## config.mk

```make
export PLATFORM = sky130hd
export DESIGN_NAME = keypad_scanner
export DESIGN_NICKNAME = d
export VERILOG_FILES = /design/src/rtl/keypad_scanner.sv
export SDC_FILE = /design/constraint.sdc
export NUM_CORES = 1
export LEC_CHECK = 0
export CORE_ASPECT_RATIO = 1.75
export CORE_UTILIZATION = 35
export DETAILED_ROUTE_END_ITERATION = 10
export PLACE_DENSITY = 0.47
export SLEW_MARGIN = 20
export SYNTH_ARGS = -nofsm -noshare
export SYNTH_HDL_FRONTEND = slang
export SYNTH_SLANG_ARGS = --single-unit
```

## constraint.sdc

```tcl
create_clock -name CLK -period 8.4 [get_ports CLK]
set_input_delay 1.26 -clock CLK [delete_from_list [all_inputs] [get_ports CLK]]
set_output_delay 1.26 -clock CLK [all_outputs]
set_load 0.02 [all_outputs]
```

## src/rtl/keypad_scanner.sv

```systemverilog
// 4x4 matrix keypad scanner: rotates an active-low column drive, builds a
// 16-bit frame per full scan, debounces whole frames and reports single keys.
module keypad_scanner #(
    parameter int SCAN_DIV = 5000,
    parameter int DEBOUNCE = 4
) (
    input  logic       CLK,
    input  logic       RESET,
    input  logic [3:0] ROW,
    output logic [3:0] COL,
    output logic [3:0] KEY,
    output logic       KEY_VALID,
    output logic       KEY_DOWN
);

    localparam int DIV_W = (SCAN_DIV > 2) ? $clog2(SCAN_DIV) : 1;
    localparam int CNT_W = $clog2(DEBOUNCE + 1);

    localparam logic [DIV_W-1:0] DIV_LAST = DIV_W'(SCAN_DIV - 1);
    localparam logic [CNT_W-1:0] CNT_MAX  = CNT_W'(DEBOUNCE);

    logic [3:0]       row_m;
    logic [3:0]       row_s;
    logic [DIV_W-1:0] div_cnt;
    logic [1:0]       col_idx;
    logic [15:0]      frame;
    logic [15:0]      prev_frame;
    logic [15:0]      accepted;
    logic [CNT_W-1:0] stable_cnt;
    logic             released;

    logic             div_term;
    logic             frame_term;
    logic [15:0]      sampled;
    logic [CNT_W-1:0] cnt_next;
    logic             accept;
    logic             single;
    logic [3:0]       key_pos;
    logic [3:0]       code;

    // Frame bit index is {row, col}; the code table follows that layout.
    function automatic logic [3:0] pos_code(input logic [3:0] pos);
        case (pos)
            4'd0:    pos_code = 4'h1;
            4'd1:    pos_code = 4'h2;
            4'd2:    pos_code = 4'h3;
            4'd3:    pos_code = 4'hA;
            4'd4:    pos_code = 4'h4;
            4'd5:    pos_code = 4'h5;
            4'd6:    pos_code = 4'h6;
            4'd7:    pos_code = 4'hB;
            4'd8:    pos_code = 4'h7;
            4'd9:    pos_code = 4'h8;
            4'd10:   pos_code = 4'h9;
            4'd11:   pos_code = 4'hC;
            4'd12:   pos_code = 4'h0;
            4'd13:   pos_code = 4'hF;
            4'd14:   pos_code = 4'hE;
            default: pos_code = 4'hD;
        endcase
    endfunction

    assign div_term   = (div_cnt == DIV_LAST);
    assign frame_term = div_term && (col_idx == 2'd3);

    // NOTE: every always_comb output gets a default first so no latch is inferred.
    always_comb begin
        sampled = frame;
        if (div_term) begin
            for (int r = 0; r < 4; r++) begin
                sampled[{2'(r), col_idx}] = ~row_s[r];
            end
        end
    end

    always_comb begin
        cnt_next = CNT_W'(1);
        if (sampled == prev_frame) begin
            cnt_next = (stable_cnt == CNT_MAX) ? stable_cnt : stable_cnt + CNT_W'(1);
        end
    end

    // Acceptance fires only on the transition into saturation, once per stable period.
    assign accept = frame_term && (cnt_next == CNT_MAX) && (stable_cnt != CNT_MAX);
    assign single = ($countones(sampled) == 1);

    always_comb begin
        key_pos = 4'd0;
        for (int i = 0; i < 16; i++) begin
            if (sampled[i]) begin
                key_pos = 4'(i);
            end
        end
    end

    assign code     = pos_code(key_pos);
    assign KEY_DOWN = |accepted;

    // NOTE: sequential state uses non-blocking assignments so all flops update together.
    always_ff @(posedge CLK) begin
        if (RESET) begin
            row_m      <= 4'hF;
            row_s      <= 4'hF;
            div_cnt    <= '0;
            col_idx    <= 2'd0;
            COL        <= 4'b1110;
            frame      <= '0;
            prev_frame <= '0;
            accepted   <= '0;
            stable_cnt <= '0;
            released   <= 1'b1;
            KEY        <= 4'h0;
            KEY_VALID  <= 1'b0;
        end else begin
            row_m     <= ROW;
            row_s     <= row_m;
            KEY_VALID <= 1'b0;

            if (div_term) begin
                div_cnt <= '0;
                col_idx <= col_idx + 2'd1;
                COL     <= {COL[2:0], COL[3]};
                frame   <= sampled;
            end else begin
                div_cnt <= div_cnt + DIV_W'(1);
            end

            if (frame_term) begin
                prev_frame <= sampled;
                stable_cnt <= cnt_next;
            end

            // A repeat of the same key needs an accepted all-zero frame in between.
            if (accept) begin
                accepted <= sampled;
                if (sampled == 16'h0000) begin
                    released <= 1'b1;
                end else if (single && (released || (code != KEY))) begin
                    KEY       <= code;
                    KEY_VALID <= 1'b1;
                    released  <= 1'b0;
                end
            end
        end
    end

endmodule

```

Yosys cells after proc, flatten, opt, wreduce, memory -nomap -nowiden
Memories as Yosys holds them, arrays and structs flattened.
Index checks and enable logic that the tools add are counted.
{"block": "totals", "output_inout_bits": 10, "register_bits": 84, "rom_bits": 64, "mem_count": 1}
{"block": "classes", "order_cmp": 8, "muxes": 33, "n_reduce_logical": 16, "addsub": 18, "n_eq_ne": 8, "n_bitwise": 6}
{"memory": "(no name shown)", "words": 16, "width": 4, "rd": 1, "rd_ports_with_merged_regs": 0, "write_ports": 0, "line_no": "43", "source": "case (pos)"}
{"cell": "bitwise mux 16 bit", "n": 4}
{"cell": "2-to-1 mux 4 bit", "n": 14}
{"cell": "adder 1 x 1 -> 2 bit", "n": 8}
{"cell": "== test 16 bit", "n": 1}
{"cell": "zero test 16 bit", "n": 1}
{"cell": "2-to-1 mux 16 bit", "n": 1}
{"cell": "OR reduction 16 bit", "n": 1}
{"cell": "adder 13 x 1 -> 13 bit (second input constant)", "n": 1}
{"cell": "== test 13 bit (second input constant)", "n": 1}
{"cell": "adder 2 x 2 -> 3 bit", "n": 4}
{"cell": "< comparator 4 x 5 -> 1 bit (second input constant)", "n": 2}
{"cell": "adder 3 x 3 -> 4 bit", "n": 2}
{"cell": "demux 1 bit (select 2 bit)", "n": 4}
{"cell": ">= comparator 4 x 1 -> 1 bit (second input constant)", "n": 2}
{"cell": "logical AND 1 bit", "n": 8}
{"cell": "2-to-1 mux 1 bit", "n": 8}
{"cell": "== test 3 bit (second input constant)", "n": 2}
{"cell": "2-to-1 mux 3 bit", "n": 2}
{"cell": "NOT 1 bit", "n": 6}
{"cell": "adder 4 x 4 -> 5 bit", "n": 1}
{"cell": "== test 5 x 1 -> 1 bit (second input constant)", "n": 1}
{"cell": "< comparator 2 x 5 -> 1 bit (second input constant)", "n": 1}
{"cell": "< comparator 3 x 5 -> 1 bit (second input constant)", "n": 1}
{"cell": "inequality test 4 bit", "n": 1}
{"cell": "12 further kinds", "n": 12}

Longest topological paths before layout
Gate-level depths: netlist of run 1.
An unclocked memory read counts as a cell.
{"block": "logic_depth", "word_depth": 30, "ltp_mapped": 23}

Worst setup path after synthesis of run 1
Ideal clock, no wire load.
{"block": "synth_path", "path_type": "register to register", "from": "register div_cnt[6]", "to": "register KEY[0]", "stages_incl_launch_ff": 21, "path_buffers": 2, "period_less_slack_ns": 6.240, "slack_ns": 2.160, "t_arrival_ns": 6.113, "required_time_ns": 8.272, "path_cell_list": "dfxtp_1 or4b_4 or4_4 buf_6 nor3_1 or2_2 clkbuf_1 fa_1 fa_1 fa_1 inv_1 fa_1 ha_1 inv_1 fa_1 a2111oi_0 a21oi_1 nor4_1 nor4b_4 mux2i_1 nor2_1"}
{"block": "synth_via", "elab_chain_len": 22}
{"item": "start: declaration", "line_no": "24", "source": "logic [DIV_W-1:0] div_cnt;"}
{"item": "start signal: assignment", "line_no": "125", "source": "div_cnt <= div_cnt + DIV_W'(1);"}
{"item": "== test 13 bit (*)", "line_no": "63", "source": "assign div_term = (div_cnt == DIV_LAST);"}
{"item": "2-to-1 mux 16 bit", "line_no": "69", "source": "if (div_term) begin"}
{"item": "2-to-1 mux 1 bit", "line_no": "90", "source": "if (sampled[i]) begin"}
{"item": "2-to-1 mux 4 bit (14 in series)", "line_no": "90"}
{"item": "memory (16 x 4 bit)"}
{"item": "inequality test 4 bit", "line_no": "138", "source": "end else if (single && (released || (code != KEY))) begin"}
{"item": "logical OR 1 bit", "line_no": "138"}
{"item": "logical AND 1 bit", "line_no": "138"}
{"item": "AND reduction 3 bit (no line)"}
{"item": "end signal: assignment", "line_no": "139", "source": "KEY <= code;"}
{"item": "end: declaration", "line_no": "11", "source": "output logic [3:0] KEY,"}
Every way passes the cells marked *; elsewhere a longest branch is shown, timed or not.
A chain may end at the register's enable or synchronous reset.

Final worst setup path of run 1
{"block": "layout_path", "from": "register div_cnt[6]", "to": "register KEY[2]"}
{"item": "== test 13 bit (*)", "line_no": "63"}
{"item": "2-to-1 mux 16 bit (*)", "line_no": "69"}
{"item": "named net sampled[11]", "line_no": "34", "source": "logic [15:0] sampled;"}
{"item": "parallel branches: the longest is 10 deep, another holds adder 4 x 4 -> 5 bit"}
Mark *: on every way through the listed nets, which the timed path passes.

==> summary.md, run 1 <==
| Metric | Value |
|---|---|
| Status | `completed` |
| DRT iter0 DRCs | `between 150 and 200` |
| Die X-Extent | `approximately 88 microns` |
| Core area | `between 0.01 and 0.015 sq mm` |
| Cell with the most instances after synthesis | `dfxtp_1` |
| Hold Path Class | `flip-flop to flip-flop` |
| FF/Latch Area | `between 0.0015 and 0.002 sq mm` |
| Area Growth Syn to Fin | `13.2%` |
| Cts bufs inserted | `9` |
| Max Fanout on Critical Path | `16` |
| Die height | `roughly 150 microns` |
| DP HPWL | `~9100 microns` |
| Commonest cells in the netlist | `dfxtp_1, nor2_1, nand2_1, inv_1, a21oi_1` |
| Normalized max-slew margin | `0.490` |
| Setup_tns | `0 ps` |
| Dpl cells | `690` |
| Port-buffer cells | `15` |
| DRC viols | `0` |
| Num rows | `between 50 and 60` |
| Area of the mapped netlist | `~0.0045 sq mm` |
| Max Cap Violations | `0` |
| Top_reg_cell synth | `dfxtp_1` |
| WP data arrival | `~7000 ps` |
| Internal reg-to-reg setup slack | `around 1600 ps` |
| F_max | `~150 MHz` |
| Multi-input gate area | `roughly 0.0026 sq mm` |
| Worst Tran Pin Value | `about 770 ps` |
| Pwr per Cell Area | `157 mW/mm^2` |
| Worst EP required | `roughly 8600 ps` |
| Initial antenna violation count | `0` |
| Placed Area | `0.00479 sq mm` |
| Pleak | `1.97 nW` |
| Drt via density | `between 5 and 6` |
| CP Class | `flip-flop to flip-flop` |
| Yosys warns | `0` |
| DR pass1 iterations | `4` |
| Nets | `~570` |
| CTS Sinks | `84` |
| Part of the power in registers | `0.506` |
| Cells after synthesis | `523` |
| Routed WL | `roughly 12000 microns` |
| Vias in the first global route | `roughly 3600` |
| Util after Layout | `0.406` |
| Grt ovf | `0` |
| Final GP Congestion | `just under 0.8` |
| Tmin final | `a little under 7000 ps` |
| Maximum vdd drop | `between 0.00008 and 0.00009 V` |
| Post-synthesis sequential area ratio | `0.376` |
| CTS resizes | `0` |
| Fillers | `between 1000 and 1500` |
| Critical Path Start Type | `flip-flop` |
| Clock latency on the worst-skew pair | `340 ps` |
| Crit share post-route | `0.804` |
| Sw frac | `0.235` |
| Internal power | `around 0.61 mW` |
| TritonCTS clock tree | `yes` |
| Synthesized area per cell | `between 8 and 9 sq um` |
| Ranking of synthesized cells by area | `dfxtp_1, nor2_1, mux2i_1` |
| Largest net degree at the start of global routing | `74` |
| ANT nets after route | `0` |
| Share of cells above drive strength 1 | `0.0929` |
| First-pass GRT wire length | `~19000 microns` |
| Starting density of the core | `0.358` |
| Die Area | `0.0133 sq mm` |
| Comb pwr share | `0.019` |
| Post-Syn Nets | `556` |
| Library cells used by synthesis | `62` |
| Clock transition at path regs | `about 70 ps` |
| Async S/R FF share, synth | `0` |
| Antenna Cells | `0` |
| Final setup vio count | `0` |
| Vias after detailed routing | `3608` |
| Seq cells post-synth | `84` |
| Clk root buf | `clkbuf_16` |
| Clk_skew | `around 8.1 ps` |
| # IOs | `16` |
| Slew Limit Fails | `0` |
| Area leader, netlist | `dfxtp_1` |
| Final std cells w/o fill | `between 700 and 800` |
| Net Sw Power | `between 0.15 and 0.2 mW` |
| H-tree depth | `3` |
| Synth top area share | `0.376` |
| Post-CTS Hold Buffers | `0` |
| Wire per inst | `roughly 17 microns` |
| Total track usage | `0.197` |
| Power share of the clock group | `0.476` |
| Postcts setup bufs | `0` |
| Final hold vios | `0` |
| RSZ-0062 raised after global routing | `false` |
| Crit. End Element | `flip-flop` |
| Fin area | `approximately 0.0051 sq mm` |
| Number of synthesized flops with an enable pin | `0` |
| Longest Clk Path Bufs | `2` |
==> metrics by stage <==
| step | total power [mW] | hold WS (ps) | worst slack, ps |
|---|---|---|---|
| after global placement | 0.428 | 400 | 1750 |
| after detailed placement | 0.428 | 398 | 1610 |
| after floorplan | 0.422 | 389 | 2160 |
| final | 0.798 | 419 | 1640 |
| after CTS | 0.809 | 419 | 1540 |
| after global routing | 0.830 | 443 | 1150 |
==> sequential cells by signal, summed over array words and instances (netlist names) <==
signal and count:
released 1, prev_frame 16, row_s 4, row_m 4
accepted 16, frame 16, col_idx 2, stable_cnt 3
KEY_VALID 1, COL 4, KEY 4, div_cnt 13
==> power groups by stage <==
stage | Clock [mW] | Combinational (mW) | Sequential [mW]
floorplan | 0 | 0.0105 | 0.412
global placement | 0 | 0.0152 | 0.413
detailed placement | 0 | 0.0152 | 0.413
CTS | 0.391 | 0.0153 | 0.404
global route | 0.410 | 0.0164 | 0.404
finish | 0.379 | 0.0150 | 0.403
==> worst max-delay path, cell delays in order, from the launching register on <==
cell	delay (ps)
dfxtp_1	340
or4b_4	580
or4_4	680
nor3_2	410
nor2_1	160
fa_1	490
fa_1	490
inv_1	50
fa_1	530
inv_1	60
fa_1	530
ha_1	180
inv_1	50
fa_1	370
a2111oi_0	390
a21oi_1	80
nor4_1	410
nor4b_4	510
mux2i_1	250
nor2_1	50
==> final cells by class <==
| type | instances | area share |
|---|---|---|
| sequential | 84 | 0.332 |
| clock buffer | 9 | 0.0444 |
| inverter | 38 | 0.0281 |
| tap | 168 | 0.0415 |
| clock inverter | 7 | 0.0111 |
| multi-input combinational | 379 | 0.506 |
| timing repair buffer | 21 | 0.0375 |
==> cells in the final DEF (no fill, tap or decap), types with 4 or more instances in the layout <==
| cell | synthesis | routed |
|---|---|---|
| inv_1 | 38 | 38 |
| o22ai_1 | 6 | 6 |
| nand2_1 | 48 | 48 |
| and3_1 | 9 | 9 |
| nand3_1 | 11 | 11 |
| fa_1 | 10 | 10 |
| a211oi_1 | 5 | 5 |
| clkbuf_16 | 0 | 9 |
| xnor2_1 | 9 | 9 |
| a21oi_1 | 35 | 35 |
| xor2_1 | 8 | 8 |
| nor2_1 | 68 | 68 |
| or2_2 | 10 | 10 |
| buf_4 | 0 | 6 |
| a21o_1 | 4 | 4 |
| nor4_1 | 8 | 6 |
| o21ai_0 | 17 | 17 |
| clkdlybuf4s50_1 | 0 | 14 |
| nand4_1 | 6 | 6 |
| mux2i_1 | 24 | 24 |
| ha_1 | 17 | 17 |
| nor3_1 | 23 | 23 |
| or3_1 | 7 | 7 |
| dfxtp_1 | 84 | 84 |
==> path summary, 6_finish.rpt <==
kind	to	from	cells after the start
worst max-delay path	KEY[2]	div_cnt[6]	19
worst min-delay path	row_s[3]	row_m[3]	1
worst max register to register	KEY[2]	div_cnt[6]	19
worst min register to register	row_s[3]	row_m[3]	1
==> per-layer routing <==
| metal | vias up | global-route usage | wire, microns |
|---|---|---|---|
| met2 | 52 | 0.368 | 6610 |
| met3 | 31 | 0.0276 | 235 |
| met5 | - | 0 | 0 |
| met4 | 0 | 0.110 | 511 |
| met1 | 1691 | 0.207 | 4750 |
| li1 | 1834 | - | - |
==> logic make-up (layout without fill, tap and decap cells) <==
group / after synthesis / after routing / synth area share
AOI/OAI and AO/OA: 96 / 96 / 0.136
xor gates and xnor gates: 18 / 18 / 0.0386
adders and majority gates: 27 / 27 / 0.0922
buffers and inverters: 60 / 75 / 0.0550
DFF: 84 / 84 / 0.376
muxes: 25 / 25 / 0.0562
and+or+nand+nor: 213 / 213 / 0.246
(Power assumes the default switching activity.)
==> inputs of run 2 (changes only) <==
- clock period: 8.4 -> 6.5 ns (I/O delays scaled with it)
==> run 2 against run 1 <==
Net effect:
- die area unchanged
- worst hold slack worse by 7.2 ps
- setup slack worse by 1400 ps
- global-route usage up 1.0 points
- clock-buffer cell count up 1
- critical endpoint is now KEY[0]
- register-to-register slack worse by 1400 ps
==> summary.md, run 2 (synthesis results as in run 1) <==
| Metric | Value |
|---|---|
| Setup WS pre-CTS | `-113 ps` |
| Max Fanout on Critical Path | `6` |
| Clock latency on the worst-skew pair | `350 ps` |
| Placed Area | `slightly below 0.005 sq mm` |
| Nets | `588` |
| Final GP Congestion | `0.825` |
| Drt via density | `about 5.2` |
| Slew Limit Fails | `0` |
| Pleak | `2.09 nW` |
| Area Growth Syn to Fin | `18.9%` |
| Hold-critical path depth | `1` |
| ANT nets after route | `0` |
| Num rows | `54` |
| Most frequent cells in the layout | `dfxtp_1, nor2_1, nand2_1` |
| Worst EP required | `between 6000 and 7000 ps` |
| Longest Clk Path Bufs | `2` |
| Final setup vio count | `0` |
| Worst Tran Pin Value | `around 770 ps` |
| Status | `completed` |
| Port-buffer cells | `15` |
| Vias in the first global route | `3838` |
| Die height | `about 150 microns` |
| PnR worst setup slack | `roughly 280 ps` |
| Die X-Extent | `about 88 microns` |
| CTS Sinks | `84` |
| Clock transition at path regs | `~60 ps` |
| H-tree depth | `3` |
| Pwr per Cell Area | `between 200 and 250 mW/mm^2` |
| CP Class | `flip-flop to flip-flop` |
| Dpl cells | `around 710` |
| Cts bufs inserted | `9` |
| Wire per inst | `~17 microns` |
| F_max | `between 150 and 200 MHz` |
| DRT iter0 DRCs | `approximately 170` |
| Final std cells w/o fill | `between 700 and 800` |
| Die Area | `0.0133 sq mm` |
| Fin area | `around 0.0053 sq mm` |
| Maximum vdd drop | `~0.00015 V` |
| TritonCTS clock tree | `yes` |
| Critical Path Start Type | `flip-flop` |
| Design Power | `~1.1 mW` |
| Util after Layout | `0.426` |
| WP data arrival | `6420 ps` |
| Antenna Cells | `0` |
| Final hold vios | `0` |
| DP HPWL | `approximately 9700 microns` |
| Post-Route Hold Slack | `412 ps` |
| Tmin final | `approximately 6200 ps` |
| Routed WL | `12700 microns` |
| Hold Path Class | `flip-flop to flip-flop` |
| Max Cap Violations | `0` |
| Clk root buf | `clkbuf_16` |
| Clk_skew | `between 9 and 10 ps` |
| Initial antenna violation count | `0` |
| # IOs | `16` |
| Starting density of the core | `0.358` |
| DRC viols | `0` |
| Largest registers | `accepted: 16 flops, frame: 16 flops, prev_frame: 16 flops` |
| DR pass1 iterations | `4` |
| Worst Reg-to-Reg Cells | `20` |
| Commonest non-fill, non-tap cell in the layout | `dfxtp_1` |
| Grt ovf | `0` |
| First-pass GRT wire length | `slightly above 20000 microns` |
| Total track usage | `0.207` |
| Normalized max-slew margin | `0.487` |
| Core area | `~0.012 sq mm` |
| Crit share post-route | `0.957` |
| Share of cells above drive strength 1 | `0.138` |
| Vias after detailed routing | `around 3800` |
| Setup_tns | `0 ps` |
| Crit. End Element | `flip-flop` |
| Largest net degree at the start of global routing | `74` |
==> run 2: per-layer routing <==
layer / wire, microns / GRT usage
met4: 617 / 0.114
met5: 0 / 0
met2: 6930 / 0.386
met1: 4840 / 0.211
met3: 328 / 0.0428
==> run 2: worst paths after layout <==
check             startpoint  endpoint  slack, ps
setup / recovery  div_cnt[5]    KEY[0]        280
hold reg to reg     row_m[1]  row_s[1]        410
setup reg to reg  div_cnt[5]    KEY[0]        280
hold / removal      row_m[1]  row_s[1]        410
==> run 2: area by class of cell <==
type / count / area, sq um
well taps: 168 / 210
multi-input cells: 380 / 2610
fillers: 1305 / 7180
repair buffers: 42 / 364
flip-flops and latches: 84 / 1680
clock buffers: 10 / 229
clock inverters: 6 / 88.8
inverters: 38 / 143
==> run 2: timing repair <==
| item | CTS | global route |
|---|---|---|
| pin swaps | 1 | 4 |
| setup buffers | 0 | 3 |
| gates cloned | 0 | 1 |
| hold buffers | 0 | 0 |
| setup endpoints to repair | 4 | 5 |
| gates resized for setup | 1 | 10 |
==> run 2: report_power, final <==
part,switching (mW),internal [mW]
Sequential,0.00301,0.518
Clock,0.219,0.337
Combinational,0.0134,0.00804
Total,0.236,0.863
==> run 2: worst max-delay path, stage by stage (launching register included) <==
cell       delay [ps]
dfxtp_1           330
or4b_4            590
or4_4             650
or3_4             370
nand2_1            90
inv_1              60
fa_1              500
fa_1              430
fa_1              500
inv_1              60
fa_1              530
ha_1              200
inv_1              60
fa_1              390
a2111oi_2         220
a21oi_1            90
nor4_2            330
nor4b_4           270
buf_6             160
mux2i_1           190
nor2_1             50
==> inputs of run 3 (changes only) <==
- PLACE_DENSITY: 0.47 -> 0.48
==> run 3 against run 2 <==
Net effect:
- sequential cell count is the same
- die area is the same
- routed wire length shrank 2.8%
- critical path depth is the same
- critical path type unchanged
==> summary.md, run 3 (synthesis results as in run 1) <==
| Metric | Value |
|---|---|
| RR Startpoint | `div_cnt[5]` |
| Die X-Extent | `about 90 microns` |
| Most frequent cells in the layout | `dfxtp_1, nor2_1, nand2_1` |
| ANT nets after route | `0` |
| Largest net degree at the start of global routing | `74` |
| Largest registers | `accepted: 16 flops, frame: 16 flops, prev_frame: 16 flops` |
| Hold Path Class | `flip-flop to flip-flop` |
| Clock latency on the worst-skew pair | `between 300 and 400 ps` |
| Worst EP required | `between 6000 and 7000 ps` |
| H-tree depth | `3` |
| Pleak | `slightly above 2 nW` |
| Total track usage | `0.202` |
| Crit share post-route | `0.959` |
| Vias after detailed routing | `3792` |
| RSZ-0062 raised after global routing | `false` |
| Longest Clk Path Bufs | `2` |
| DRT iter0 DRCs | `between 150 and 200` |
| Hold worst-path end | `row_s[1]` |
| TritonCTS clock tree | `yes` |
| Final hold vios | `0` |
| Pwr per Cell Area | `slightly below 200 mW/mm^2` |
| Port-buffer cells | `15` |
| First-pass GRT wire length | `19800 microns` |
| Max Fanout on Critical Path | `6` |
| Starting density of the core | `0.358` |
| Worst Tran Pin Value | `917 ps` |
| Status | `completed` |
| Hold-critical path depth | `1` |
| Die height | `~150 microns` |
| Slew Limit Fails | `0` |
| Drt via density | `approximately 5.2` |
| Maximum vdd drop | `0.000124 V` |
| DR pass1 iterations | `4` |
| Clk root buf | `clkbuf_16` |
| Clk_skew | `a little under 5 ps` |
| Nets | `a little under 600` |
| Final GP Congestion | `slightly below 0.9` |
| Critical-path cell list | `or4b_4, or4_4, or3_1, nand2_1, inv_1, fa_1, fa_1, fa_1, inv_1, fa_1, ha_1, inv_1, fa_1, a2111oi_2, a21oi_1, nor4_2, nor4b_4, buf_6, mux2i_1, nor2_1` |
| Normalized max-slew margin | `0.388` |
| PnR worst setup slack | `approximately 270 ps` |
| Clock transition at path regs | `about 70 ps` |
| Max Cap Violations | `0` |
| Crit. End Element | `flip-flop` |
| Routed WL | `~12000 microns` |
| Core area | `roughly 0.012 sq mm` |
| DP HPWL | `9340 microns` |
| Critical Path Start Type | `flip-flop` |
| Worst r2r dst | `KEY[1]` |
| Cts bufs inserted | `9` |
| Post-Route Hold Slack | `around 410 ps` |
| Tmin final | `6230 ps` |
| Wire per inst | `approximately 17 microns` |
| Worst hold path startpoint | `row_m[1]` |
| Internal reg-to-reg setup slack | `~270 ps` |
| Critical path's largest stage delay | `slightly above 600 ps` |
| Initial antenna violation count | `0` |
| Antenna Cells | `0` |
| Final std cells w/o fill | `725` |
| Vias in the first global route | `around 3800` |
| Share of cells above drive strength 1 | `0.131` |
| Die Area | `around 0.013 sq mm` |
| Num rows | `54` |
| Worst Reg-to-Reg Cells | `20` |
| # IOs | `16` |
| Final setup vio count | `0` |
| Setup WS pre-CTS | `-14.0 ps` |
| CTS Sinks | `84` |
| Worst path most repeated cell | `fa_1` |
| WP data arrival | `around 6400 ps` |
| F_max | `160 MHz` |
| Slowest CP cell | `or4_4` |
| DRC viols | `0` |
| Grt ovf | `0` |
| Area Growth Syn to Fin | `17.4%` |
| Commonest non-fill, non-tap cell in the layout | `dfxtp_1` |
| Util after Layout | `0.421` |
| Dpl cells | `about 710` |
| CP Class | `flip-flop to flip-flop` |
| Design Power | `roughly 1.0 mW` |
-- run 3: worst max-delay path by stage --
stage | startpoint | endpoint | slack (ps) | cells past startpoint
6_report | div_cnt[5] | KEY[1] | 270 | 20
5_1_grt | div_cnt[0] | KEY[1] | 5 | 22
4_1_cts | div_cnt[6] | KEY[1] | 90 | 20
2_1_floorplan | div_cnt[6] | KEY[0] | 260 | 20
3_5_place_dp | div_cnt[6] | KEY[1] | -10 | 20
3_3_place_gp | div_cnt[6] | KEY[0] | 100 | 20
-- run 3: power breakdown --
group / internal (mW) / leakage (nW) / switching [mW]
registers: 0.518 / 0.679 / 0.00262
clock network: 0.264 / 0.137 / 0.230
logic: 0.00788 / 1.25 / 0.0136
-- run 3: worst max-delay path: cells and delay by family, from the launching register on --
kind | cells | cell delay, ps
multiplexers | 1 | 210
flip-flops | 1 | 330
buffers and inverters | 4 | 350
AND/OR/NAND/NOR | 7 | 2240
AO/OA/AOI/OAI | 2 | 420
adder cells (fa/ha/maj) | 6 | 2530
-- run 3: layout make-up --
cell class              count  area [sq um]
multi-input cells         380          2600
flip-flops and latches     84          1680
clock inverters             7          56.3
fillers                  1283          7240
inverters                  38           143
clock buffers               9           225
well taps                 168           210
repair buffers             39           342
-- run 3: metrics by stage --
step	setup TNS, ps	cell area (sq um)
4_1_cts	0	5210
6_report	0	5260
3_3_place_gp	0	4920
2_1_floorplan	0	4480
3_5_place_dp	-14.0	4920
5_1_grt	0	5260
-- run 3: layer usage --
layer  GRT usage  part of all wire
met3      0.0374             0.020
met4       0.111             0.045
met1       0.210              0.39
met5           0                 0
met2       0.375              0.55
-- run 3: what timing repair did --
item | 4_1_cts | 5_1_grt
buffers inserted | 0 | 2
hold buffers | 0 | 0
pin swaps | 0 | 4
gates cloned | 0 | 1
setup endpoints to repair | 2 | 4
resized for setup | 1 | 6
